===== src/rtl/logic_operand_sequencer.sv =====
// Sequential front end for a combinational W-bit logic unit: collects A then B
// from a serial valid/ready bus, registers the unit's result and hands it downstream.
// Optional macro LOGIC_OPSEQ_ZERO_FLAG_EN adds a registered dout_zero flag.
module logic_operand_sequencer #(
  parameter int W     = 4,
  parameter int CNT_W = 8
) (
  input  logic             clk,
  input  logic             rst_n,
  input  logic             clear,
  input  logic [W-1:0]     din,
  input  logic             din_valid,
  output logic             din_ready,
  output logic [W-1:0]     op_a,
  output logic [W-1:0]     op_b,
  input  logic [W-1:0]     op_result,
  output logic [W-1:0]     dout,
  output logic             dout_valid,
  input  logic             dout_ready,
  output logic             busy,
  output logic [CNT_W-1:0] op_count
`ifdef LOGIC_OPSEQ_ZERO_FLAG_EN
  ,
  output logic             dout_zero
`endif
);

  typedef enum logic [1:0] {
    WAIT_A = 2'd0,
    WAIT_B = 2'd1,
    EXEC   = 2'd2,
    OUT    = 2'd3
  } state_t;

  state_t state;

  // din_ready is decoded from state alone so it never depends on din_valid.
  assign din_ready = (state == WAIT_A) || (state == WAIT_B);
  assign busy      = (state != WAIT_A);

  // NOTE: all state below uses non-blocking assignments so every register
  // samples pre-edge values; blocking here would create order-dependent races.
  always_ff @(posedge clk or negedge rst_n) begin
    if (!rst_n) begin
      state      <= WAIT_A;
      op_a       <= '0;
      op_b       <= '0;
      dout       <= '0;
      dout_valid <= 1'b0;
      op_count   <= '0;
`ifdef LOGIC_OPSEQ_ZERO_FLAG_EN
      dout_zero  <= 1'b0;
`endif
    end else if (clear) begin
      // Abort only the handshake state; operands, result and count are kept.
      state      <= WAIT_A;
      dout_valid <= 1'b0;
`ifdef LOGIC_OPSEQ_ZERO_FLAG_EN
      dout_zero  <= 1'b0;
`endif
    end else begin
      case (state)
        WAIT_A: begin
          if (din_valid && din_ready) begin
            op_a  <= din;
            state <= WAIT_B;
          end
        end
        WAIT_B: begin
          if (din_valid && din_ready) begin
            op_b  <= din;
            state <= EXEC;
          end
        end
        EXEC: begin
          dout       <= op_result;
          dout_valid <= 1'b1;
`ifdef LOGIC_OPSEQ_ZERO_FLAG_EN
          dout_zero  <= (op_result == '0);
`endif
          state      <= OUT;
        end
        OUT: begin
          if (dout_ready) begin
            dout_valid <= 1'b0;
`ifdef LOGIC_OPSEQ_ZERO_FLAG_EN
            dout_zero  <= 1'b0;
`endif
            op_count   <= op_count + CNT_W'(1);
            state      <= WAIT_A;
          end
        end
        default: state <= WAIT_A;
      endcase
    end
  end

endmodule


===== config.mk =====
export PLATFORM = sky130hd
export DESIGN_NAME = logic_operand_sequencer
export DESIGN_NICKNAME = d
export VERILOG_FILES = /design/src/rtl/logic_operand_sequencer.sv
export SDC_FILE = /design/constraint.sdc
export NUM_CORES = 1
export LEC_CHECK = 0
export CORE_MARGIN = 8
export CORE_UTILIZATION = 44
export CTS_CLUSTER_SIZE = 20
export DETAILED_ROUTE_END_ITERATION = 10
export PLACE_DENSITY = 0.82
export SLEW_MARGIN = 20
export SYNTH_ARGS = -nofsm -noshare
export SYNTH_HDL_FRONTEND = slang
export SYNTH_SLANG_ARGS = --single-unit

===== constraint.sdc =====
create_clock -name clk -period 1.7 [get_ports clk]
set_input_delay 0.17 -clock clk [delete_from_list [all_inputs] [get_ports clk]]
set_output_delay 0.17 -clock clk [all_outputs]
set_load 0.03 [all_outputs]

==> flow_metrics.tcl <==
set metrics [dict create \
    drt_wl_total_um 2210 \
    die_h_um 64.8 \
    seq_area_um2 576 \
    worstSetupEndpointType "output port" \
    start_util_pct 46.9 \
    ios 36 \
    powerDensity_mw_per_mm2 1640 \
    path_class "register to output port" \
    post-place-ws_ns 0.0152 \
    nFillCells 171 \
    final_cells 156 \
    synth_area_leaders "dfrtp_1, mux2_2, ha_1" \
    seqPwrFrac_pct 34.1 \
    postCtsHoldBufs 0 \
    crit_arrival_ns 1.43 \
    max_clock_freq_mhz 624 \
    core_area_mm2 0.00223 \
    ys_ff_latch 23 \
    clkPwrFrac_pct 9.7 \
    final_cell_mix "clkdlybuf4s50_1, dfrtp_1, mux2_2, nand2_1, buf_4" \
    num_antenna_cells 0 \
    grt_usage_pct 11.2 \
    yosysTopAreaCell "dfrtp_1" \
    place.gp.congestion 0.689 \
    firstDrtPassIters 3 \
    synth_edf_count 0 \
    post-place-cells 152 \
    die-area_mm2 0.00420 \
    synthCells 82 \
    htreeDepth 1 \
    cts_setup_buffers 0 \
    period_share_pct 94.2 \
    yosysSeqAreaShare_pct 54.9 \
    hold_violations 0 \
    reg2regPathDepth 6 \
    hpwlAfterDp_um 1830 \
    synth_area_per_cell_um2 12.8 \
    path_clk_slew_ns 0.12 \
    switching_power_mw 1.00 \
    grt_pass1_vias 810 \
    setup_violations 0 \
    vias 765 \
    ctsResizeCount 4 \
    drt-initial-drc-count 6 \
    synth_top_area_share_pct 54.9 \
    grt-ovfl-total 0 \
    slew_viol_final 0 \
    cts_buffer_depth 2 \
    cts_buffers 3 \
    p_leak_nw 0.727 \
    holdWs_ns 0.203 \
    r2r_end "state[0]$_DFFE_PN0P_" \
    async_flop_share_pct 100 \
    power.internal_mw 1.47 \
    multi_input_area_um2 464 \
    cp-start-kind "register" \
    cts_num_sinks 23 \
    synthDistinctLibCells 20 \
    swShare_pct 40.5 \
    tightest_slew_ns 0.332 \
    synth.net_count 101 \
    routedWlPerCell_um 14.2 \
    ir_drop_v 0.00122 \
    cts-root-buf "clkbuf_4" \
    relSlewSlack_pct 77.8 \
    layout.nets 148 \
    design_power_total_mw 2.48 \
    rows 17 \
    fin_ws_ns 0.0987 \
    status "finished, final reports clean" \
    port-buffer-count 35 \
    yosysWarnings 0 \
    max-cap-violations 0 \
    grt_max_degree 24 \
    synthFlopType "dfrtp_1" \
    combPwrFrac_pct 56.2 \
    ant_nets 0 \
    grt_pass1_wl_um 3770 \
    timing.rr.start "state[0]$_DFFE_PN0P_" \
    syn_to_final_growth_pct 44.2 \
    die_x_um 64.8 \
    antenna_found_initial 0 \
    crit_required_ns 1.53 \
    worstPathMaxFanout 3 \
    rrSetupSlack_ns 0.14 \
    period_needed_ns 1.60 \
    rsz0062_at_grt "no" \
    cts_tree "built" \
    drive_above_1_share_pct 21.9 \
    mostFrequentLayoutCell "clkdlybuf4s50_1" \
    vias_per_cell 4.90 \
    clk_latency_ns 0.30 \
    drc 0 \
    syn_area_mm2 0.00105 \
    fin_skew_ns 0.00463 \
    hp-class "input pin to asynchronous set/reset pin" \
]
-- per-stage QoR --
stage / instance area [µm²] / TNS [ns] / util, %
2_1_floorplan: 1050 / 0 / -
3_3_place_gp: 1490 / 0 / 66.6
3_5_place_dp: 1490 / 0 / 66.6
4_1_cts: 1510 / -0.0138 / 67.7
5_1_grt: 1510 / 0 / 67.7
6_report: 1510 / 0 / 67.7
-- worst max-delay path, cell delays in order, from the launching register on --
cell	delay, ns
dfrtp_1	0.39
inv_1	0.06
ha_1	0.22
or2_2	0.28
buf_2	0.18
-- cell type report --
class	count	area share (%)
Clock buffer	4	1.74
Tap cell	28	2.32
Timing Repair Buffer	42	26.4
Sequential cell	23	38.1
Multi-Input combinational cell	56	30.7
Inverter	3	0.745
-- synthesized netlist by cell type (all sizes together) (2+ instances only) --
master / number
inv: 3
nor3: 2
dfrtp: 23
mux2: 13
nand2: 9
xor2: 6
nor2: 4
nor2b: 3
ha: 6
a21oi: 3
-- sequential cells by signal, indices dropped and copies added (netlist names) --
register,flops
op_b,4
op_a,4
op_count,8
dout_valid,1
state,2
dout,4
-- how the worst max path moves through the flow --
stage,start,to,slack [ns],cells after the start
after CTS,state[0]$_DFFE_PN0P_,din_ready,-0.01,4
after detailed placement,state[0]$_DFFE_PN0P_,din_ready,0.02,4
final,state[0]$_DFFE_PN0P_,din_ready,0.1,4
after global placement,state[0]$_DFFE_PN0P_,din_ready,0.05,4
after floorplan,state[0]$_DFFE_PN0P_,dout[0]$_DFFE_PN0P_,0.30,4
after global routing,op_count[3]$_DFFE_PN0P_,op_count[3],0.02,1
-- power groups by stage --
stage | Combinational, mW | Sequential, mW | Clock (mW)
floorplan | 0.437 | 1.19 | 0
global placement | 1.41 | 0.839 | 0
detailed placement | 1.44 | 0.858 | 0
CTS | 1.42 | 0.848 | 0.249
global route | 1.48 | 0.874 | 0.274
finish | 1.39 | 0.844 | 0.241
-- metal layers --
layer  global-route usage (%)  vias to the layer above  part of all wire (%)
li1                         -                      370                     -
met1                     12.2                      371                    39
met2                     18.1                       22                    50
met3                     5.67                        2                    11
met4                     4.09                        0                  0.63
met5                        0                        -                     0
-- cell families after synthesis --
family,after synthesis,synth area share (%)
XOR/XNOR,7,5.85
AO/OA/AOI/OAI,6,3.70
buffers and inverters,3,1.07
multiplexers,13,14.0
adder cells (fa/ha/maj),6,7.16
AND/OR/NAND/NOR,24,13.4
flip-flops,23,54.9
(Power assumes the default switching activity.)
